## src/rtl/fetch_pkg.sv

```systemverilog
// Shared types and constants for the instruction fetch stage.
// Prefetch entries pair each instruction with the address that follows it.
package fetch_pkg;

    typedef enum logic [1:0] {
        IDLE  = 2'd0,
        FETCH = 2'd1,
        WAIT  = 2'd2,
        HALT  = 2'd3
    } fetch_state_t;

    typedef struct packed {
        logic [15:0] instr;
        logic [31:0] next_pc;
    } fetch_entry_t;

    localparam logic [15:0] NOP_INSTR   = 16'hFFFF;
    localparam logic [31:0] INSTR_BYTES = 32'd2;

endpackage

```

## src/rtl/fetch_fifo.sv

```systemverilog
// Synchronous prefetch FIFO of fetch entries with flush, occupancy count and full/empty flags.
// A push into a full FIFO is accepted only when a pop happens in the same cycle.
module fetch_fifo
    import fetch_pkg::*;
#(
    parameter int DEPTH = 2,
    localparam int CNT_W = $clog2(DEPTH + 1)
) (
    input  logic             clk_i,
    input  logic             rst_i,
    input  logic             push_i,
    input  fetch_entry_t     entry_i,
    input  logic             pop_i,
    input  logic             flush_i,
    output fetch_entry_t     head_o,
    output logic [CNT_W-1:0] count_o,
    output logic             full_o,
    output logic             empty_o
);

    localparam int               PTR_W     = $clog2(DEPTH);
    localparam logic [CNT_W-1:0] DEPTH_CNT = CNT_W'(DEPTH);

    fetch_entry_t     mem_q [DEPTH];
    logic [PTR_W-1:0] wr_ptr_q;
    logic [PTR_W-1:0] rd_ptr_q;
    logic [CNT_W-1:0] count_q;
    logic             do_push;
    logic             do_pop;

    assign full_o  = (count_q == DEPTH_CNT);
    assign empty_o = (count_q == '0);
    assign count_o = count_q;
    assign head_o  = mem_q[rd_ptr_q];
    assign do_pop  = pop_i & ~empty_o;
    assign do_push = push_i & (~full_o | do_pop);

    // NOTE: sequential state uses non-blocking (<=) so every register samples pre-edge values.
    always_ff @(posedge clk_i or negedge rst_i) begin
        if (!rst_i) begin
            wr_ptr_q <= '0;
            rd_ptr_q <= '0;
            count_q  <= '0;
        end else if (flush_i) begin
            wr_ptr_q <= '0;
            rd_ptr_q <= '0;
            count_q  <= '0;
        end else begin
            if (do_push) wr_ptr_q <= wr_ptr_q + PTR_W'(1);
            if (do_pop)  rd_ptr_q <= rd_ptr_q + PTR_W'(1);
            case ({do_push, do_pop})
                2'b10:   count_q <= count_q + CNT_W'(1);
                2'b01:   count_q <= count_q - CNT_W'(1);
                default: count_q <= count_q;
            endcase
        end
    end

    // NOTE: storage is not reset; the pointers/count decide what is valid, so no reset fan-out is needed.
    always_ff @(posedge clk_i) begin
        if (do_push && !flush_i) mem_q[wr_ptr_q] <= entry_i;
    end

endmodule

```

## src/rtl/fetch_stage.sv

```systemverilog
// Instruction fetch stage: PC register, request FSM, prefetch FIFO and decode-facing outputs.
// At most one memory request is outstanding; branches flush and may discard its response.
module fetch_stage
    import fetch_pkg::*;
#(
    parameter logic [31:0] RESET_PC   = 32'h0000_0000,
    parameter int          FIFO_DEPTH = 2
) (
    input  logic        clk_i,
    input  logic        rst_i,
    input  logic        stall_i,
    input  logic        stall_pc_i,
    input  logic        branch_i,
    input  logic [31:0] branch_target_i,
    input  logic        end_program_i,
    input  logic        mem_busy_i,
    output logic        imem_req_o,
    output logic [31:0] imem_addr_o,
    input  logic        imem_rvalid_i,
    input  logic [15:0] imem_rdata_i,
    output logic [15:0] instr_o,
    output logic        instr_en_o,
    output logic [31:0] next_programm_counter_o
);

    localparam int            CNT_W       = $clog2(FIFO_DEPTH + 1);
    localparam logic [CNT_W:0] DEPTH_OCC  = (CNT_W + 1)'(FIFO_DEPTH);
    localparam logic [31:0]   RESET_PC_AL = {RESET_PC[31:1], 1'b0};

    fetch_state_t     state_q, state_d;
    logic [31:0]      fetch_pc_q, fetch_pc_d;
    logic [31:0]      req_addr_q, req_addr_d;
    logic             outstanding_q, outstanding_d;
    logic             discard_q, discard_d;
    logic             issue;

    fetch_entry_t     head;
    fetch_entry_t     push_entry;
    logic [CNT_W-1:0] fifo_count;
    logic             fifo_full;
    logic             fifo_empty;
    logic             fifo_push;
    logic             fifo_pop;
    logic             fifo_flush;
    logic             resp_valid;
    logic [CNT_W:0]   occupancy;
    logic             can_issue;

    fetch_fifo #(.DEPTH(FIFO_DEPTH)) u_fifo (
        .clk_i   (clk_i),
        .rst_i   (rst_i),
        .push_i  (fifo_push),
        .entry_i (push_entry),
        .pop_i   (fifo_pop),
        .flush_i (fifo_flush),
        .head_o  (head),
        .count_o (fifo_count),
        .full_o  (fifo_full),
        .empty_o (fifo_empty)
    );

    assign instr_en_o              = ~fifo_empty & ~branch_i & (state_q != HALT);
    assign instr_o                 = fifo_empty ? NOP_INSTR : head.instr;
    assign next_programm_counter_o = fifo_empty ? 32'h0 : head.next_pc;

    assign fifo_pop   = instr_en_o & ~stall_i & ~stall_pc_i;
    assign fifo_flush = branch_i & ~end_program_i & (state_q != HALT);
    assign resp_valid = (state_q == WAIT) & outstanding_q & imem_rvalid_i;
    assign fifo_push  = resp_valid & ~discard_q & ~branch_i & ~end_program_i
                      & (~fifo_full | fifo_pop);
    assign push_entry = '{instr: imem_rdata_i, next_pc: req_addr_q + INSTR_BYTES};

    // Occupancy after this cycle's push/pop, so a response landing now still leaves room for the next one.
    assign occupancy = {1'b0, fifo_count} + (CNT_W + 1)'(fifo_push) - (CNT_W + 1)'(fifo_pop);
    assign can_issue = ~mem_busy_i & (occupancy < DEPTH_OCC);

    // NOTE: every output of this block gets a default first, so no path can infer a latch.
    always_comb begin
        state_d       = state_q;
        fetch_pc_d    = fetch_pc_q;
        req_addr_d    = req_addr_q;
        outstanding_d = outstanding_q;
        discard_d     = discard_q;
        issue         = 1'b0;

        if (end_program_i || state_q == HALT) begin
            state_d       = HALT;
            outstanding_d = 1'b0;
            discard_d     = 1'b0;
        end else if (branch_i) begin
            fetch_pc_d = {branch_target_i[31:1], 1'b0};
            if (state_q == WAIT && outstanding_q && !imem_rvalid_i) begin
                discard_d = 1'b1;
            end else begin
                state_d       = FETCH;
                outstanding_d = 1'b0;
                discard_d     = 1'b0;
            end
        end else begin
            unique case (state_q)
                IDLE:  state_d = FETCH;
                FETCH: issue = can_issue;
                WAIT: begin
                    if (imem_rvalid_i) begin
                        outstanding_d = 1'b0;
                        discard_d     = 1'b0;
                        if (can_issue) issue = 1'b1;
                        else           state_d = FETCH;
                    end
                end
                default: state_d = HALT;
            endcase
        end

        if (issue) begin
            state_d       = WAIT;
            req_addr_d    = fetch_pc_q;
            fetch_pc_d    = fetch_pc_q + INSTR_BYTES;
            outstanding_d = 1'b1;
        end
    end

    assign imem_req_o  = issue;
    assign imem_addr_o = issue ? fetch_pc_q : 32'h0;

    always_ff @(posedge clk_i or negedge rst_i) begin
        if (!rst_i) begin
            state_q       <= IDLE;
            fetch_pc_q    <= RESET_PC_AL;
            req_addr_q    <= 32'h0;
            outstanding_q <= 1'b0;
            discard_q     <= 1'b0;
        end else begin
            state_q       <= state_d;
            fetch_pc_q    <= fetch_pc_d;
            req_addr_q    <= req_addr_d;
            outstanding_q <= outstanding_d;
            discard_q     <= discard_d;
        end
    end

endmodule

```

## config.mk

```make
export PLATFORM = sky130hd
export DESIGN_NAME = fetch_stage
export DESIGN_NICKNAME = d
export VERILOG_FILES = /design/src/rtl/fetch_pkg.sv /design/src/rtl/fetch_fifo.sv /design/src/rtl/fetch_stage.sv
export SDC_FILE = /design/constraint.sdc
export NUM_CORES = 1
export LEC_CHECK = 0
export BUFFER_PORTS_ARGS = -buffer_cell sky130_fd_sc_hd__buf_2
export CORE_MARGIN = 5
export CORE_UTILIZATION = 50
export DETAILED_ROUTE_END_ITERATION = 10
export GPL_TIMING_DRIVEN = 0
export PLACE_DENSITY = 0.72
export SLEW_MARGIN = 0
export SYNTH_ARGS = -nofsm -noshare
export SYNTH_HDL_FRONTEND = slang
export SYNTH_SLANG_ARGS = --single-unit
```

## constraint.sdc

```tcl
create_clock -name clk_i -period 6.1 [get_ports clk_i]
set_clock_uncertainty 0.2 [all_clocks]
set_input_delay 1.22 -clock clk_i [delete_from_list [all_inputs] [get_ports clk_i]]
set_output_delay 1.22 -clock clk_i [all_outputs]
set_load 0.01 [all_outputs]
```

==> results of run 1 <==
-- logic make-up (layout without fill, tap and decap cells) --
kind of cell	Yosys count	count (layout)	share of synthesized area
DFF	164	164	0.5726
AOI/OAI and AO/OA	129	129	0.1078
adders and majority gates	8	8	0.01347
and+or+nand+nor	257	257	0.1698
xor gates and xnor gates	37	37	0.04291
muxes	49	49	0.06139
other	1	2	0.0004694
buffers and inverters	56	223	0.03164
-- final cells by class --
class,instances,area (µm²),share of cell area
Tap cell,216,270.3,0.02821
Buffer,39,188.9,0.01972
Clock buffer,17,425.4,0.04440
Multi-Input combinational cell,482,3174,0.3313
Timing Repair Buffer,135,715.7,0.07469
Inverter,17,63.81,0.006660
Clock inverter,15,168.9,0.01763
Sequential cell,164,4574,0.4774
-- where the power goes --
part	leakage, nW	internal [mW]	total, mW	switching, mW
logic	2.25	0.0314	0.0661	0.0347
registers	1.78	1.19	1.21	0.0287
clock network	0.284	0.613	1.07	0.459
-- per-layer routing --
metal | vias up | global-route usage
li1 | 2843 | -
met1 | 2837 | 0.2758
met2 | 216 | 0.3481
met3 | 40 | 0.04145
met4 | 0 | 0.09015
met5 | - | 0
-- worst min path at each step --
stage	from	to	slack, ps	depth (start not counted)
after global placement	req_addr_q[18]	req_addr_q[18]	290	1
final	req_addr_q[18]	req_addr_q[18]	320	1
after floorplan	req_addr_q[18]	req_addr_q[18]	260	1
after detailed placement	outstanding_q	outstanding_q	300	1
after global routing	u_fifo.count_o[0]	u_fifo.count_o[0]	350	1
after CTS	req_addr_q[18]	req_addr_q[18]	320	1
-- registers in the layout, summed over array words and instances (netlist names) --
name             cells
discard_q            1
fetch_pc_q          31
outstanding_q        1
req_addr_q          31
state_q              2
u_fifo.count_o       2
u_fifo.mem_q        94
u_fifo.rd_ptr_q      1
u_fifo.wr_ptr_q      1
-- cell usage in the layout, fill, tap and decap left out, drive strengths merged, types with 3 or more instances in the layout --
| cell type | count |
|---|---|
| buf | 157 |
| edfxtp | 94 |
| nor2 | 71 |
| dfrtp | 70 |
| nand2 | 66 |
| mux2i | 49 |
| clkbuf | 34 |
| a21o | 31 |
| a21oi | 29 |
| nand3 | 28 |
| and2 | 28 |
| inv | 24 |
| o21ai | 22 |
| xnor2 | 20 |
| nand4 | 20 |
| xor2 | 17 |
| nor3 | 11 |
| and3 | 9 |
| o22ai | 7 |
| ha | 7 |
| and4 | 5 |
| a31oi | 5 |
| o22a | 5 |
| a22o | 5 |
| a22oi | 4 |
| nor4 | 4 |
| a211oi | 3 |
| o211ai | 3 |
| o2bb2a | 3 |
| clkinvlp | 3 |
| clkinv | 3 |
-- cells in the mapped netlist, types with 3 or more instances --
cell type,count,area (µm²)
nand3_1,26,130.1
edfxtp_1,94,2823
o2bb2a_1,3,30.03
nor2_2,3,18.77
clkbuf_1,15,56.30
and3_1,8,50.05
nand4_4,3,63.81
a22o_1,5,43.79
buf_1,3,11.26
o22a_1,5,43.79
nor4_1,3,18.77
nor3_4,3,48.80
ha_1,7,87.58
nand4_1,16,100.1
xnor2_1,19,166.4
a22oi_1,4,30.03
o21ai_0,22,110.1
a21oi_1,29,145.1
buf_4,4,30.03
and2_1,27,168.9
nand2_1,66,247.7
and4_1,5,43.79
a21o_1,31,232.7
inv_1,15,56.30
xor2_1,17,148.9
o211ai_1,3,22.52
nor2_1,68,255.2
nor3_1,8,40.04
a211oi_1,3,22.52
a31oi_1,5,31.28
buf_2,14,70.07
mux2i_1,49,490.5
dfrtp_1,70,1752
o22ai_1,7,43.79
-- critical path: cells and delay by family --
kind	cells	cell delay, ps
AOI/OAI and AO/OA	1	380
adders and majority gates	1	550
buffers and inverters	6	930
and+or+nand+nor	6	1290
==> flow_summary_export.csv, run 1 <==
group,metric,value,unit
die,initial_utilization,0.5066,
worst_setup_path,worstSetupEndpoint,"imem_addr_o[31]",
detailed_routing,dr_wl_met3,1.390,mm
cells_and_area,antenna_cells,0,
global_route,grt_usage,0.2121,
sta,post-route-min-period,5811,ps
cells_and_area,finish.utilization,0.6076,
detailed_routing,wl_per_cell,17.57,µm
power_and_ir_drop,p_total,2.353,mW
synthesis,syn_area_per_cell,11.40,µm²
sta,finalHoldViolations,0,
place,post-dp-hpwl,13.92,mm
sta,hold_slack,319.6,ps
power_and_ir_drop,power_density,245.6,nW/µm²
synthesis,synthArstFlopShare,0.4268,
cts,insertion_delay,430,ps
worst_setup_path,regToRegSetupSlack,2180,ps
die,die_w,136.4,µm
synthesis,synth-edff-count,94,
detailed_routing,drt-initial-drc-count,417,
cts,cts_buffer_depth,2,
cells_and_area,final_layout_size_suffix_gt1_frac,0.2440,
detailed_routing,drtPass1Iterations,5,
cells_and_area,final_nets,920,
worst_setup_path,r2r_start,"u_fifo.count_o[1]",
sta,fin_tns_setup,0,ps
cts,cts_sinks,164,
die,fp-row-count,46,
place,dpl.cell_count,1053,
worst_setup_path,crit_top_cell,"buf_2",
global_route,grt_max_degree,71,
sta,period_share,0.9527,
cts,cts_resized,0,
worst_setup_path,crit_fanout,10,
place,dpl_cell_area,8987,µm²
cts,clk_root_buffer_cell,"clkbuf_16",
detailed_routing,top_layer,"met4",
place,dp_slack,288.2,ps
power_and_ir_drop,ir_drop,0.2242,mV
detailed_routing,postRouteAntennaNets,0,
worst_setup_path,endpoint_kind,"output pin",
worst_setup_path,crit_required,4680,ps
worst_setup_path,startpoint_type,"primary input",
global_route,grt_overflow_total,0,
worst_setup_path,cpMaxStageDelayCell,"fa_1",
worst_setup_path,startpoint,"branch_i",
sta,setup_violations,0,
worst_setup_path,r2r-end,"fetch_pc_q[15]",
synthesis,synth-main-ff-cell,"edfxtp_1",
detailed_routing,vias,5936,
sta,rsz0062_at_grt,"false",
sta,clock.fmax,172.1,MHz
cells_and_area,fillers,1334,
synthesis,syn_inst,701,
cts,cts_hold_buf,0,
status,status,"finished clean",
sta,setup_slack,288.7,ps
cts,cts_buffers,17,
cells_and_area,design_area,9582,µm²
power_and_ir_drop,p_leak,4.314,nW
worst_setup_path,crit_type,"in -> out",
cts,post_cts_buffers,0,
synthesis,ys_types,65,
detailed_routing,drc,0,
worst_setup_path,arrival,4390,ps
synthesis,syn_area,7989,µm²
sta,relSlewSlack,0.3953,
worst_setup_path,max_stage_delay,550,ps
die,dieArea,18610,µm²
hold_path,min_path_type,"reg -> reg",
sta,slew_violations,0,
die,io_pins,138,
global_route,antenna_found_initial,0,
worst_setup_path,rr_worst_depth,14,
cts,cts.clk_slew.worst_paths,70,ps
synthesis,ys_ff_latch,164,
die,die_h,136.4,µm
detailed_routing,via_per_inst,5.471,
detailed_routing,wl_met2,9.185,mm
detailed_routing,wl_met1,7.965,mm
cells_and_area,instances_no_fill,1085,
run,maxCapViolations,0,
place,port_buffers,133,
global_route,grt_pass1_vias,6001,
cts,htreeDepth,4,
worst_setup_path,path_cells,"buf_2, nor4b_1, nand3_1, a31oi_1, nand2b_1, fa_1, and3b_1, nand4_4, inv_2, buf_6, buf_2, nand2_1, inv_1, buf_2",
detailed_routing,routed_wl,19.06,mm
global_route,grt_pass1_wl,30.58,mm
cells_and_area,syn_to_final_growth,19.94,%
synthesis,seq_area_frac_synth,0.5726,
sta,worstMarginPinSlew,907.0,ps
die,core,15770,µm²
place,routabilityCongestion,0.9254,
cts,cts_tree,"yes",
synthesis,yosysWarnings,0,
Power figures use the tool's default switching activity.
==> inputs of run 2 (changes only) <==
--- a/config.mk
+++ b/config.mk
@@ -6,7 +6,6 @@
 export NUM_CORES = 1
 export LEC_CHECK = 0
 export BUFFER_PORTS_ARGS = -buffer_cell sky130_fd_sc_hd__buf_2
-export CORE_MARGIN = 5
 export CORE_UTILIZATION = 50
 export DETAILED_ROUTE_END_ITERATION = 10
 export GPL_TIMING_DRIVEN = 0
==> run 2 against run 1 <==
- first-iteration DRC count decreased by 10%
- non-clock buffer count is the same
- clock power about the same
- highest routed layer unchanged
- sequential share of layout area hardly changed
- die area decreased by 11%
- core utilization increased by 1.6 points
- register-to-register slack worse by 210 ps
==> flow_summary_export.csv, run 2 (synthesized netlist as in run 1, its figures left out) <==
group,metric,value,unit
die,io_pins,138,
detailed_routing,routed_wl,19.26,mm
detailed_routing,postRouteAntennaNets,0,
cells_and_area,syn_to_final_growth,19.91,%
sta,rsz0062_at_grt,"false",
cts,cts_sinks,164,
hold_path,min_path_type,"reg -> reg",
cts,clk_root_buffer_cell,"clkbuf_16",
detailed_routing,via_per_inst,5.501,
power_and_ir_drop,p_leak,4.318,nW
worst_setup_path,endpoint_kind,"output pin",
power_and_ir_drop,ir_drop,0.2013,mV
cells_and_area,multiInputGateArea,3181,µm²
cells_and_area,largest_register_ffs,94,
global_route,grt_pass1_wl,30.71,mm
worst_setup_path,crit_top_cell,"buf_2",
worst_setup_path,cp.buffers_inverters,6,
cts,htreeDepth,4,
cells_and_area,largest_register,"u_fifo.mem_q",
run,maxCapViolations,0,
worst_setup_path,path_cells,"buf_2, nor4b_1, nand3_1, a31oi_2, nand2b_1, fa_1, and3b_1, nand4_4, inv_2, buf_6, buf_2, nand2_1, inv_1, buf_2",
die,fp-row-count,45,
worst_setup_path,arrival,4330,ps
detailed_routing,drc,0,
worst_setup_path,cp_top_family,"simple AND/OR/NAND/NOR gates",
sta,hold_slack,332.5,ps
place,post-dp-hpwl,14.06,mm
sta,fin_tns_setup,0,ps
global_route,grt_overflow_total,0,
cts,insertion_delay,420,ps
cells_and_area,fillers,1238,
global_route,grt_usage,0.2445,
sta,post-route-min-period,5748,ps
cells_and_area,final_nets,920,
cts,post_cts_buffers,0,
cts,cts.clk_slew.worst_paths,60,ps
die,initial_utilization,0.5197,
sta,relSlewSlack,0.3843,
die,die_w,128.4,µm
detailed_routing,drt-initial-drc-count,374,
sta,clock.fmax,174.0,MHz
worst_setup_path,crit_type,"in -> out",
die,dieArea,16490,µm²
worst_setup_path,startpoint_type,"primary input",
worst_setup_path,crit_required,4680,ps
cells_and_area,final_cell_mix,"146 x buf_2, 94 x edfxtp_1, 70 x dfrtp_1, 68 x nor2_1, 66 x nand2_1",
cells_and_area,final_common_cell,"buf_2",
die,core,15370,µm²
sta,period_share,0.9422,
cts,cts_tree,"yes",
power_and_ir_drop,power_density,248.6,nW/µm²
power_and_ir_drop,p_total,2.381,mW
cts,cts_buffers,17,
die,die_h,128.4,µm
place,routabilityCongestion,0.9339,
worst_setup_path,cpMaxStageDelayCell,"fa_1",
global_route,grt_pass1_vias,5929,
detailed_routing,vias,5941,
global_route,grt_max_degree,71,
sta,slew_violations,0,
sta,worstMarginPinSlew,923.5,ps
sta,setup_violations,0,
global_route,antenna_found_initial,0,
detailed_routing,wl_per_cell,17.83,µm
cells_and_area,regArea,4574,µm²
place,port_buffers,133,
detailed_routing,drtPass1Iterations,6,
cells_and_area,final_layout_size_suffix_gt1_frac,0.2382,
sta,finalHoldViolations,0,
worst_setup_path,crit_fanout,10,
cells_and_area,antenna_cells,0,
status,status,"finished clean",
worst_setup_path,max_stage_delay,540,ps
cells_and_area,top_regs,"u_fifo.mem_q: 94 flops, fetch_pc_q: 31 flops, req_addr_q: 31 flops",
cts,cts_buffer_depth,2,
cells_and_area,finish.utilization,0.6232,
==> run 2: metal layers <==
layer,wire length [µm],GRT usage
met3,1194,0.04449
met4,418,0.09550
met5,0,0
met1,8425,0.3269
met2,9218,0.3981
==> run 2: where the power goes <==
| group | switching, mW | internal, mW |
|---|---|---|
| Sequential | 0.0308 | 1.19 |
| Clock | 0.416 | 0.682 |
| Combinational | 0.0348 | 0.0314 |
| Total | 0.482 | 1.90 |
==> run 2: worst paths after layout <==
check,start,end,slack [ps],cells after the start
worst max-delay path,branch_i,imem_addr_o[31],350,14
worst min register to register,req_addr_q[10],req_addr_q[10],330,1
worst min-delay path,req_addr_q[10],req_addr_q[10],330,1
worst max register to register,u_fifo.count_o[1],fetch_pc_q[15],1970,14
max in group asynchronous,rst_i,req_addr_q[4],4360,1
min in group asynchronous,rst_i,fetch_pc_q[29],730,1
==> run 2: final cells by class <==
type,instances,share of cell area
sequential,164,0.4775
inverter,17,0.006661
tap,211,0.02756
buffer,39,0.01972
multi-input combinational,482,0.3320
timing repair buffer,135,0.07393
clock buffer,21,0.04598
clock inverter,11,0.01659
==> run 2: repair_timing <==
item / 4_1_cts / 5_1_grt
setup endpoints to repair: 0 / 1
hold buffers: 0 / 0
resized for setup: 0 / 1
==> run 2: through the flow <==
step                std cells  worst slack [ps]  area (µm²)
floorplan                 702             962.7        7993
global placement         1046             26.19        8922
detailed placement       1048             325.3        8974
CTS                      1080             310.0        9573
global route             1080             64.61        9579
finish                   1080             352.3        9579
==> inputs of run 3 (changes only) <==
==> constraint.sdc (replaced) <==
create_clock -name clk_i -period 6.3 [get_ports clk_i]
set_clock_uncertainty 0.2 [all_clocks]
set_input_delay 1.26 -clock clk_i [delete_from_list [all_inputs] [get_ports clk_i]]
set_output_delay 1.26 -clock clk_i [all_outputs]
set_load 0.01 [all_outputs]
==> run 3 against run 2 <==
- register-to-register slack improved by 220 ps
- via count increased by 0.39%
- combinational power fell by 3.2%
- sequential power fell by 3%
- clock-buffer cell count is the same
- core utilization is essentially flat
- cell area about the same
- wire length about the same
- power fell by 3.2%
- critical path depth did not move
- largest power group unchanged
- highest routed layer unchanged
==> flow_summary_export.csv, run 3 (synthesized netlist as in run 1, its figures left out) <==
group,metric,value,unit
cts,cts_buffer_depth,2,
sta,clock.fmax,169.6,MHz
cells_and_area,regArea,4574,µm²
sta,period_share,0.9361,
detailed_routing,postRouteAntennaNets,0,
detailed_routing,drt-initial-drc-count,374,
detailed_routing,drc,0,
global_route,antenna_found_initial,0,
cells_and_area,top_regs,"u_fifo.mem_q: 94 flops, fetch_pc_q: 31 flops, req_addr_q: 31 flops",
cells_and_area,final_common_cell,"buf_2",
cells_and_area,antenna_cells,0,
power_and_ir_drop,p_total,2.305,mW
power_and_ir_drop,sw_frac_of_total,0.2023,
global_route,grt_overflow_total,0,
hold_path,hold_start,"req_addr_q[10]",
cts,cts_buffers,17,
place,port_buffers,133,
die,die_h,128.4,µm
cts,cts_sinks,164,
sta,slew_violations,0,
cts,post_cts_buffers,0,
cells_and_area,finish.utilization,0.6228,
hold_path,min_path_type,"reg -> reg",
die,initial_utilization,0.5197,
power_and_ir_drop,p_sw,0.4663,mW
sta,hold_slack,332.5,ps
die,io_pins,138,
worst_setup_path,crit_fanout,10,
cts,insertion_delay,420,ps
global_route,grt_pass1_wl,30.71,mm
worst_setup_path,crit_type,"in -> out",
worst_setup_path,regToRegSetupSlack,2190,ps
power_and_ir_drop,p_leak,4.318,nW
power_and_ir_drop,p_seq_frac,0.511,
cts,htreeDepth,4,
cts,cts.clk_slew.worst_paths,60,ps
sta,relSlewSlack,0.3834,
detailed_routing,vias,5964,
sta,finalHoldViolations,0,
cells_and_area,design_area,9573,µm²
sta,worstMarginPinSlew,924.8,ps
global_route,grt_pass1_vias,5929,
power_and_ir_drop,p_clk_frac,0.461,
place,dp_slack,445.3,ps
worst_setup_path,crit_required,4840,ps
detailed_routing,via_per_inst,5.522,
cts,cts_tree,"yes",
cells_and_area,instances_no_fill,1080,
cells_and_area,syn_to_final_growth,19.83,%
die,dieArea,16490,µm²
worst_setup_path,endpoint_kind,"output pin",
cts,cts_resized,0,
run,maxCapViolations,0,
power_and_ir_drop,p_int,1.839,mW
worst_setup_path,arrival,4440,ps
power_and_ir_drop,ir_drop,0.1951,mV
detailed_routing,routed_wl,19.26,mm
global_route,grt_max_degree,71,
sta,rsz0062_at_grt,"false",
hold_path,min_path_cells,1,
cells_and_area,final_cell_mix,"146 x buf_2, 94 x edfxtp_1, 70 x dfrtp_1, 68 x nor2_1, 66 x nand2_1",
place,dpl_cell_area,8974,µm²
die,fp-row-count,45,
die,core,15370,µm²
cells_and_area,largest_register_ffs,94,
sta,post-route-min-period,5898,ps
sta,setup_violations,0,
worst_setup_path,r2r_start,"u_fifo.count_o[1]",
worst_setup_path,rr_worst_depth,14,
power_and_ir_drop,power_density,240.8,nW/µm²
place,dpl.cell_count,1048,
worst_setup_path,startpoint_type,"primary input",
hold_path,whs_endpoint,"req_addr_q[10]",
cells_and_area,multiInputGateArea,3174,µm²
cells_and_area,final_layout_size_suffix_gt1_frac,0.2371,
global_route,grt_usage,0.2445,
cts,cts_hold_buf,0,
cells_and_area,fillers,1235,
detailed_routing,wl_per_cell,17.83,µm
detailed_routing,drtPass1Iterations,7,
sta,setup_slack,402.4,ps
place,routabilityCongestion,0.9339,
sta,fin_tns_setup,0,ps
cells_and_area,largest_register,"u_fifo.mem_q",
status,status,"finished clean",
die,die_w,128.4,µm
power_and_ir_drop,p_comb_frac,0.028,
cells_and_area,final_nets,920,
worst_setup_path,r2r-end,"fetch_pc_q[15]",
cts,clk_root_buffer_cell,"clkbuf_16",
place,post-dp-hpwl,14.06,mm
## run 3: worst max path at each step
stage,startpoint,end,cells after the start
floorplan,branch_i,imem_addr_o[31],13
global placement,branch_i,u_fifo.mem_q[0][1],5
detailed placement,branch_i,imem_addr_o[31],14
CTS,branch_i,imem_addr_o[31],14
global route,branch_i,imem_addr_o[31],14
finish,branch_i,imem_addr_o[31],14
## run 3: final cells by class
| class | instances | share of cell area |
|---|---|---|
| timing repair buffer | 135 | 0.07398 |
| inverter | 17 | 0.006666 |
| sequential | 164 | 0.4778 |
| clock inverter | 11 | 0.01660 |
| multi-input combinational | 482 | 0.3316 |
| clock buffer | 21 | 0.04601 |
| buffer | 39 | 0.01974 |
| tap | 211 | 0.02758 |
## run 3: power by group through the flow
stage / registers [mW] / clock network (mW) / logic (mW)
after floorplan: 1.19 / 0 / 0.0306
after global placement: 1.20 / 0 / 0.0612
after detailed placement: 1.20 / 0 / 0.0638
after CTS: 1.18 / 1.08 / 0.0646
after global routing: 1.18 / 1.12 / 0.0718
final: 1.18 / 1.06 / 0.0641
## run 3: worst max-delay path, cell delays in order
cell and delay [ps]:
buf_2 160, nor4b_1 310, nand3_1 250, a31oi_1 380, nand2b_1 120, fa_1 550, and3b_1 260, nand4_4 210
inv_2 150, buf_6 150, buf_2 250, nand2_1 150, inv_1 90, buf_2 120
## run 3: metal layers
layer	routed length [µm]	track usage	vias up
li1	-	-	2846
met1	8424	0.3269	2851
met2	9201	0.3981	234
met3	1216	0.04449	33
met4	418	0.09550	0
met5	0	0	-
